**config.mk**
```make
export PLATFORM = sky130hd
export DESIGN_NAME = elevator_button_conditioner
export DESIGN_NICKNAME = d
export VERILOG_FILES = /design/src/rtl/elevator_button_conditioner.sv
export SDC_FILE = /design/constraint.sdc
export NUM_CORES = 1
export LEC_CHECK = 0
export ABC_AREA = 1
export CAP_MARGIN = 30
export CORE_MARGIN = 5
export CORE_UTILIZATION = 60
export DETAILED_ROUTE_END_ITERATION = 6
export MAX_ROUTING_LAYER = met4
export PLACE_DENSITY = 0.79
export SLEW_MARGIN = 20
export SYNTH_ARGS = -nofsm -noshare
export SYNTH_HDL_FRONTEND = slang
export SYNTH_SLANG_ARGS = --single-unit
```
**constraint.sdc**
```tcl
create_clock -name clk -period 1.7 [get_ports clk]
set_input_delay 0.255 -clock clk [delete_from_list [all_inputs] [get_ports clk]]
set_output_delay 0.255 -clock clk [all_outputs]
set_load 0.05 [all_outputs]
```
**src/rtl/elevator_button_conditioner.sv**
```systemverilog
// Conditions seven raw elevator call/select buttons: two-flop synchronizer,
// symmetric debounce, single-cycle press pulse and per-bit stuck reporting.
module elevator_button_conditioner #(
  parameter int DEBOUNCE_CYCLES = 16,
  parameter int STUCK_CYCLES    = 1024
) (
  input  logic       clk,
  input  logic       rst,
  input  logic [6:0] btn_raw,
  output logic [6:0] btn_pulse,
  output logic [6:0] btn_level,
  output logic [6:0] btn_stuck,
  output logic       any_stuck
);

  localparam int CW = $clog2(DEBOUNCE_CYCLES);
  localparam int HW = $clog2(STUCK_CYCLES + 1);
  localparam logic [CW-1:0] CNT_LAST = CW'(DEBOUNCE_CYCLES - 1);
  localparam logic [HW-1:0] HOLD_MAX = HW'(STUCK_CYCLES);

  logic [6:0] s1;
  logic [6:0] s2;

  always_ff @(posedge clk) begin
    if (!rst) begin
      s1 <= '0;
      s2 <= '0;
    end else begin
      s1 <= btn_raw;
      s2 <= s1;
    end
  end

  genvar gi;
  generate
    for (gi = 0; gi < 7; gi++) begin : g_bit
      logic          stable;
      logic [CW-1:0] cnt;
      logic [HW-1:0] hold_cnt;
      logic          pulse;
      logic          stuck;
      logic          accept;

      // A new level is taken only after it has survived a full count.
      assign accept = (s2[gi] != stable) && (cnt == CNT_LAST);

      always_ff @(posedge clk) begin
        if (!rst) begin
          stable   <= 1'b0;
          cnt      <= '0;
          hold_cnt <= '0;
          pulse    <= 1'b0;
          stuck    <= 1'b0;
        end else begin
          pulse <= accept && s2[gi];

          if (s2[gi] == stable) begin
            cnt <= '0;
          end else if (accept) begin
            stable <= s2[gi];
            cnt    <= '0;
          end else begin
            cnt <= cnt + CW'(1);
          end

          // Debounced release clears the hold tracking on the same edge.
          if (accept && !s2[gi]) begin
            hold_cnt <= '0;
            stuck    <= 1'b0;
          end else if (stable) begin
            if (hold_cnt != HOLD_MAX) hold_cnt <= hold_cnt + HW'(1);
            if (hold_cnt == HOLD_MAX) stuck <= 1'b1;
          end
        end
      end

      assign btn_level[gi] = stable;
      assign btn_pulse[gi] = pulse;
      assign btn_stuck[gi] = stuck;
    end
  endgenerate

  assign any_stuck = |btn_stuck;

endmodule

```
# == Word level (Yosys, flattened, before mapping) ==
# Index checks and enable logic that the tools add are counted.
# totals
register_bits,140
in_bits,9
wordCells,158
# op_classes
add_sub_neg,14
eq_ne,35
bitwise,8
n_reduce_logical,64
# op_table
cell,n
"adder 11 x 1 -> 11 bit, second input constant",7
"equality test 11 bit, second input constant",7
"!= test 11 bit, second input constant",7
AND reduction 2 bit,21
"adder 4 x 1 -> 4 bit, second input constant",7
"equality test 4 bit, second input constant",7
logical AND 1 bit,21
OR reduction 3 bit,7
OR reduction 2 bit,7
NOT 1 bit,8
equality test 1 bit,7
zero test 1 bit,7
!= test 1 bit,7
OR reduction 7 bit,1

# == Logic depth before layout (Yosys ltp) ==
# Gate-level depths: netlist (run 1).
# logic_depth
word_depth,4
mapped_depth,10

# == Worst setup path before layout (run 1) ==
# OpenSTA, ideal clock, no wires.
# synth_path
kind,register to register
start,register g_bit[6].hold_cnt[0]
end,register g_bit[6].hold_cnt[8]
setup_time_ns,0.132
arrival_time_ns,1.191
setup_slack_ns,0.377
path_stages_with_launch,11
path_buffers,1
period_less_slack_ns,1.323
path_cell_list,dfxtp_1 -> inv_1 -> ha_1 -> nand2_1 -> nor3_1 -> nand2_1 -> nand2_2 -> inv_1 -> buf_6 -> nand2_1 -> a21oi_1
# synth_between
elab_chain_len,2
word_cells_on_any_way,3
# synth_rtl
element,line,text
from (decl),39,logic [HW-1:0] hold_cnt;
from (signal assigned),71,if (hold_cnt != HOLD_MAX) hold_cnt <= hold_cnt + HW'(1);
"parallel branches: the longest is 2 deep, another holds adder 11 x 1 -> 11 bit",n/a,
# Parallel ways; which one is timed is not known.
# A chain may end at the register's enable or synchronous reset.

# == Worst setup path after layout (run 1) ==
# layout_path
start,register g_bit[0].stuck
end,output port any_stuck
# layout_between
elab_chain_len,1
# layout_rtl
element,line,text
from (decl),41,logic stuck;
from (signal assigned),53,stuck <= 1'b0;
from (signal assigned),69,stuck <= 1'b0;
from (signal assigned),72,if (hold_cnt == HOLD_MAX) stuck <= 1'b1;
OR reduction 7 bit,83,assign any_stuck = |btn_stuck;
to (decl),13,output logic any_stuck
# No other way between the ends.

==> results of run 1 <==
## cell families (layout without fill, tap and decap cells)
family                     count (synthesis)  in the layout  share of synthesized area [%]
and+or+nand+nor                          537            537                           31.9
DFF                                      140            140                           40.2
xor gates and xnor gates                  50             50                           6.29
AOI/OAI and AO/OA                         99             99                           7.47
adders and majority gates                 21             21                           3.77
buffers and inverters                    156            211                           10.3
## Yosys cell counts
library cell,number,share of area (%)
nor2_1,114,6.1
or2_1,1,0.090
inv_1,112,6.0
dfxtp_1,140,40
a21oi_1,82,5.9
ha_1,21,3.8
xnor2_1,5,0.63
nor4_1,1,0.090
a21oi_2,1,0.13
buf_4,28,3.0
nand3_2,3,0.43
o21a_1,1,0.11
nand2_1,307,17
nor3_1,12,0.86
o21ai_1,3,0.22
xor2_1,45,5.7
nor2_2,2,0.18
o21ai_2,5,0.63
nand3_1,67,4.8
buf_6,2,0.32
clkbuf_1,4,0.22
o21ai_0,7,0.50
nand4_1,25,2.2
nand3b_1,3,0.32
buf_2,10,0.72
nand2_2,2,0.18
## worst max-delay path: cells and delay by family, from the launching register on
family	cells	cell delay [ps]
buffers and inverters	1	210
flip-flops	1	340
AND/OR/NAND/NOR	2	450
## per-layer routing
metal | up-vias | track usage (%)
li1 | 3222 | -
met1 | 2771 | 24.7
met2 | 85 | 35.6
met3 | 11 | 5.53
met4 | 0 | 6.45
met5 | - | -
## cell type report
cell class,instances,area [µm²],area share [%]
multi-input cells,707,3480,42.9
clock inverters,11,211,2.60
well taps,143,179,2.20
repair buffers,66,527,6.49
repair inverters,1,7.51,0.0924
flip-flops and latches,140,2810,34.6
clock buffers,21,480,5.92
inverters,112,424,5.22
## what timing repair did
item                       4_1_cts  5_1_grt
pin swaps                        2        1
buffers inserted                 1        0
resized for setup                6        8
setup endpoints to repair        2       35
hold endpoints to repair         0        0
gates cloned                     0        1
## cell usage in the layout (no fill, tap or decap), types with 2 or more instances in the layout
cell             instances
nor3_1                  11
nand3_2                  3
buf_4                   56
ha_1                    21
nor2_1                 114
dfxtp_2                  3
o21ai_2                  7
clkinv_2                 3
clkdlybuf4s50_1          7
clkbuf_16               17
clkinvlp_4               3
clkbuf_8                 4
xnor2_1                  5
nand2_1                307
inv_1                  111
nand3b_1                 3
bufinv_16                6
nand3_1                 67
xor2_1                  45
a21oi_2                  2
nand4_1                 25
o21ai_0                  7
a21oi_1                 81
dfxtp_1                137
## stage by stage
stage                     cells  TNS, ps  instance area, µm²  setup WS [ps]  power [mW]
after global placement     1167        0                7360           69.5        3.51
after floorplan            1003        0                6960            377        3.46
after global routing       1201    -21.1                8120          -21.1        7.96
after CTS                  1200    -21.3                8080          -21.3        7.79
final                      1201        0                8120           29.1        7.71
after detailed placement   1167        0                7360           24.3        3.51
## report_power, final
part	total (mW)	switching [mW]	leakage [nW]	internal, mW
Sequential	3.32	0.0127	1.13	3.30
Clock	4.26	1.36	0.339	2.90
Combinational	0.128	0.0789	1.97	0.0495
## registers in the layout, indices dropped and copies added, names as in the netlist
register        cells
g_bit.cnt          28
g_bit.hold_cnt     77
g_bit.stuck         7
s2                  7
g_bit.stable        7
s1                  7
g_bit.pulse         7
## how the worst max path moves through the flow
stage / from / end / slack (ps) / cells past startpoint
after floorplan: g_bit[6].hold_cnt[0] / g_bit[6].hold_cnt[8] / 380 / 10
after global placement: g_bit[5].hold_cnt[0] / g_bit[5].hold_cnt[8] / 70 / 7
after detailed placement: g_bit[5].hold_cnt[0] / g_bit[5].hold_cnt[5] / 20 / 7
after CTS: g_bit[0].stuck / any_stuck / -20 / 3
after global routing: g_bit[0].stuck / any_stuck / -20 / 3
final: g_bit[0].stuck / any_stuck / 30 / 3
==> flow_metrics.env, run 1 <==
export IMPL_slew_headroom_pct=66.6
export IMPL_routedWlPerCell_um=11.5
export IMPL_max_freq_mhz=598
export IMPL_wl_met2_mm=6.90
export IMPL_ff2ff_setup_slack_ps=150
export IMPL_clock_skew_ps=6.58
export IMPL_antenna_found_initial=0
export IMPL_synth_cell_type_count=26
export IMPL_holdBufCountCts=0
export IMPL_dr_max_layer_used="met4"
export IMPL_fin_nets=1075
export IMPL_endpoint_kind="output port"
export IMPL_drive_gt1_share_pct=10.8
export IMPL_seq_area_frac_synth_pct=40.2
export IMPL_critPathSlowestCell="dfxtp_2"
export IMPL_powerDensity_nw_per_um2=949
export IMPL_start_util_pct=61.0
export IMPL_syn_to_final_growth_pct=16.6
export IMPL_dieArea_um2=13900
export IMPL_slew_viol_final=0
export IMPL_vdd_ir_drop_max_mv=0.892
export IMPL_io_buffers=30
export IMPL_clk_latency_ps=420
export IMPL_outcome="finished, final reports clean"
export IMPL_holdPathEnd="g_bit[5].pulse"
export IMPL_worstSetupPathType="reg -> out"
export IMPL_vias_per_cell=5.07
export IMPL_cts_inserted_buffers=17
export IMPL_fin_worst_hold_slack_ps=255
export IMPL_syn_cell_area_um2=6960
export IMPL_fp_dieH_um=118
export IMPL_antenna_cells=0
export IMPL_grt_max_degree=17
export IMPL_place_gp_congestion=0.874
export IMPL_crit_chain="nor4_4 -> nand4_1 -> buf_6"
export IMPL_critPathMaxFanout=2
export IMPL_via_count=6089
export IMPL_reg2reg_depth=8
export IMPL_drt_iter0_drc=499
export IMPL_grt_setup_unrepaired="true"
export IMPL_cts_tree="yes"
export IMPL_grt_pass1_wl_mm=24.3
export IMPL_wl_met3_um=505
export IMPL_cts_buffer_depth=2
export IMPL_die_w_um=118
export IMPL_reg2reg_from="g_bit[3].hold_cnt[0]"
export IMPL_max_cap_violations=0
export IMPL_cts_root_buffer="clkbuf_16"
export IMPL_required_ps=1440
export IMPL_fin_crit_sh_pct=98.3
export IMPL_wl_met1_mm=6.34
export IMPL_core_area_um2=11400
export IMPL_grt_use_total_pct=21.1
export IMPL_hp_start="rst"
export IMPL_finalSetupViolations=0
export IMPL_synth_avg_cell_area_um2=6.94
export IMPL_syn_num_nets=1033
export IMPL_r2r_end="g_bit[3].hold_cnt[1]"
export IMPL_start_kind="flop"
export IMPL_first_global_vias=5710
export IMPL_min_period_ps=1670
export IMPL_dr_pass1_iters=5
export IMPL_hold_depth=3
export IMPL_ant_nets=0
export IMPL_place_hpwl_mm=9.51
export IMPL_cp_arrival_ps=1420
export IMPL_cellLeakagePower_nw=3.45
export IMPL_clock_sinks=140
export IMPL_hold_viol=0
export IMPL_path_clk_slew_ps=60
export IMPL_overflow=0
export IMPL_ys_ff_latch=140
export IMPL_std_cell_rows=39
export IMPL_slowest_delay_ps=340
export IMPL_yosys_warnings=0
export IMPL_hold_class="in -> reg"
export IMPL_routed_wl_mm=13.8
export IMPL_synthCells=1003
export IMPL_drc=0
export IMPL_ctsHtreeMaxLevel=4
export IMPL_io_pins=31
export IMPL_fillCellCount=946
export IMPL_final_core_util_pct=71.1
export IMPL_worst_pin_slew_ps=501
Note: power is estimated with default switching activity, not from simulation.
==> run 2: changes to the inputs <==
--- a/config.mk
+++ b/config.mk
@@ -5,13 +5,11 @@
 export SDC_FILE = /design/constraint.sdc
 export NUM_CORES = 1
 export LEC_CHECK = 0
-export ABC_AREA = 1
 export CAP_MARGIN = 30
 export CORE_MARGIN = 5
-export CORE_UTILIZATION = 60
+export CORE_UTILIZATION = 40
 export DETAILED_ROUTE_END_ITERATION = 6
 export MAX_ROUTING_LAYER = met4
-export PLACE_DENSITY = 0.79
 export SLEW_MARGIN = 20
 export SYNTH_ARGS = -nofsm -noshare
 export SYNTH_HDL_FRONTEND = slang
==> run 2 against run 1 <==
Total power fell by 8.5%. Cell count fell by 20%. Clock-buffer cell count rose by 2. Largest cell class unchanged. Critical path depth rose by 1. Non-clock buffer count fell by 16. First-iteration DRC count fell by 53%. Worst setup slack improved by 84 ps. Cell area fell by 7.2%. Highest routed layer unchanged. Global-route usage fell by 6.6 points.
==> flow_metrics.env, run 2 <==
export IMPL_start_kind="flop"
export IMPL_fp_dieH_um=137
export IMPL_seq_area_frac_synth_pct=43.5
export IMPL_worstSetupPathType="reg -> out"
export IMPL_ff2ff_setup_slack_ps=130
export IMPL_regMostFlops="g_bit.hold_cnt"
export IMPL_syn_num_nets=737
export IMPL_synth_edf_count=0
export IMPL_clock_skew_ps=6.30
export IMPL_yosys_warnings=0
export IMPL_die_w_um=137
export IMPL_cts_tree="yes"
export IMPL_placed_area_um2=6930
export IMPL_slowest_delay_ps=330
export IMPL_critPathSlowestCell="dfxtp_1"
export IMPL_max_cap_violations=0
export IMPL_hold_class="in -> reg"
export IMPL_vdd_ir_drop_max_mv=0.807
export IMPL_cellLeakagePower_nw=2.63
export IMPL_drt_iter0_drc=233
export IMPL_ctsHtreeMaxLevel=4
export IMPL_place_gp_congestion=0.887
export IMPL_min_period_ps=1590
export IMPL_overflow=0
export IMPL_yosys_area_top_type="dfxtp_1"
export IMPL_std_cell_rows=46
export IMPL_fin_crit_sh_pct=93.4
export IMPL_final_core_util_pct=47.6
export IMPL_synth_most_common_cell="dfxtp_1"
export IMPL_worst_pin_slew_ps=555
export IMPL_largest_reg_flops=77
export IMPL_slew_viol_final=0
export IMPL_internal_power_mw=5.65
export IMPL_dr_pass1_iters=4
export IMPL_multi_input_area_um2=3270
export IMPL_holdBufCountCts=0
export IMPL_crit_chain="nor3_2 -> buf_4 -> nand2_1 -> buf_4"
export IMPL_dieArea_um2=18800
export IMPL_synth_ff_type="dfxtp_1"
export IMPL_critPathMaxFanout=3
export IMPL_endpoint_kind="output port"
export IMPL_syn_to_final_growth_pct=16.8
export IMPL_syn_cell_area_um2=6450
export IMPL_synth_avg_cell_area_um2=9.12
export IMPL_seqPwrFrac_pct=47.0
export IMPL_cts_buffer_depth=2
export IMPL_antenna_found_initial=0
export IMPL_async_flop_share_pct=0
export IMPL_place_hpwl_mm=8.71
export IMPL_io_pins=31
export IMPL_cpLargestDelayFamily="buffers and inverters"
export IMPL_postCtsSetupBuffers=0
export IMPL_outcome="finished, final reports clean"
export IMPL_wl_met1_mm=5.87
export IMPL_io_buffers=30
export IMPL_powerDensity_nw_per_um2=936
export IMPL_synthTopCellsByCount="dfxtp_1, nor2_1, a21oi_1, o211ai_1, nand3_1"
export IMPL_hold_viol=0
export IMPL_required_ps=1440
export IMPL_ys_ff_latch=140
export IMPL_ant_nets=0
export IMPL_clock_sinks=140
export IMPL_fillCellCount=1468
export IMPL_first_global_vias=4919
export IMPL_switchingPower_mw=1.40
export IMPL_grt_max_degree=81
export IMPL_synth_cell_type_count=36
export IMPL_drive_gt1_share_pct=13.0
export IMPL_via_count=5106
export IMPL_antenna_cells=0
export IMPL_p_comb_share_pct=1.8
export IMPL_layout_area_seq_um2=2800
export IMPL_synthCells=707
export IMPL_cp_common_cell="buf_4"
export IMPL_routed_wl_mm=12.4
export IMPL_p_total_mw=7.05
export IMPL_p_clk_share_pct=51.2
export IMPL_mostFrequentLayoutCells="dfxtp_1, nor2_1, a21oi_1, o211ai_1, nand3_1"
export IMPL_vias_per_cell=5.34
export IMPL_wl_met2_mm=5.88
export IMPL_clk_latency_ps=420
export IMPL_grt_setup_unrepaired="false"
export IMPL_final_common_cell="dfxtp_1"
export IMPL_path_buf_inv=2
export IMPL_synthDominantCellAreaShare_pct=43.5
export IMPL_tns_ps=0
export IMPL_start_util_pct=40.7
export IMPL_dr_max_layer_used="met4"
export IMPL_finalSetupViolations=0
export IMPL_grt_use_total_pct=14.5
export IMPL_max_freq_mhz=630
export IMPL_cts_resized=0
export IMPL_routedWlPerCell_um=12.9
export IMPL_drc=0
export IMPL_wl_met3_um=405
export IMPL_cts_inserted_buffers=17
export IMPL_slew_headroom_pct=62.5
export IMPL_fin_nets=758
export IMPL_top_regs="g_bit.hold_cnt x77, g_bit.cnt x28"
export IMPL_cp_arrival_ps=1330
export IMPL_path_clk_slew_ps=50
export IMPL_grt_pass1_wl_mm=21.7
export IMPL_final_area_um2=7530
export IMPL_ys_top_cells_by_area="dfxtp_1, o211ai_1, ha_1"
export IMPL_p_sw_share_pct=19.9
export IMPL_core_area_um2=15800
export IMPL_cts_root_buffer="clkbuf_16"
## run 2: per-stage QoR
| stage | hold WS, ps | setup slack (ps) | cells |
|---|---|---|---|
| 6_report | 342 | 113 | 956 |
| 5_1_grt | 359 | 15.4 | 956 |
| 4_1_cts | 328 | 39.1 | 956 |
| 3_5_place_dp | 422 | 143 | 925 |
| 3_3_place_gp | 415 | 234 | 925 |
| 2_1_floorplan | 382 | 308 | 707 |
## run 2: cell type report
type,count,share of cell area (%)
Clock buffer,23,6.48
Timing Repair Buffer,50,6.51
Tap cell,216,3.59
Sequential cell,140,37.2
Multi-Input combinational cell,486,43.4
Inverter,33,1.64
Clock inverter,8,1.20
## run 2: worst reg2reg max path, stage by stage (launching register included)
cell	delay, ps
dfxtp_1	340
inv_1	90
ha_1	140
nor4b_1	460
a31oi_1	250
mux2i_1	160
## run 2: per-layer routing
layer	track usage (%)	vias to the layer above
li1	-	2611
met1	16.9	2399
met2	23.3	74
met3	4.38	22
met4	5.82	0
met5	-	-
## run 2: worst paths after layout
kind,cells after the start,from,endpoint
worst max-delay path,4,g_bit[6].stuck,any_stuck
worst min-delay path,4,rst,g_bit[2].pulse
worst max register to register,5,g_bit[1].hold_cnt[0],g_bit[1].hold_cnt[0]
worst min register to register,1,s1[4],s2[4]
## run 2: cells by family (layout without fill, tap and decap cells)
group / after synthesis / after routing / share of synthesized area, %
compound gates: 151 / 151 / 15.0
fa+ha+maj: 21 / 21 / 4.07
flops: 140 / 140 / 43.5
xor+xnor: 33 / 33 / 4.48
mux: 26 / 26 / 4.04
simple gates: 255 / 255 / 22.7
buf+inv: 81 / 114 / 6.23
## run 2: power by group through the flow
| stage | Combinational (mW) | Sequential, mW | Clock [mW] |
|---|---|---|---|
| after floorplan | 0.0800 | 3.38 | 0 |
| after global placement | 0.123 | 3.39 | 0 |
| after detailed placement | 0.127 | 3.39 | 0 |
| after CTS | 0.128 | 3.32 | 3.70 |
| after global routing | 0.141 | 3.32 | 3.84 |
| final | 0.126 | 3.32 | 3.61 |
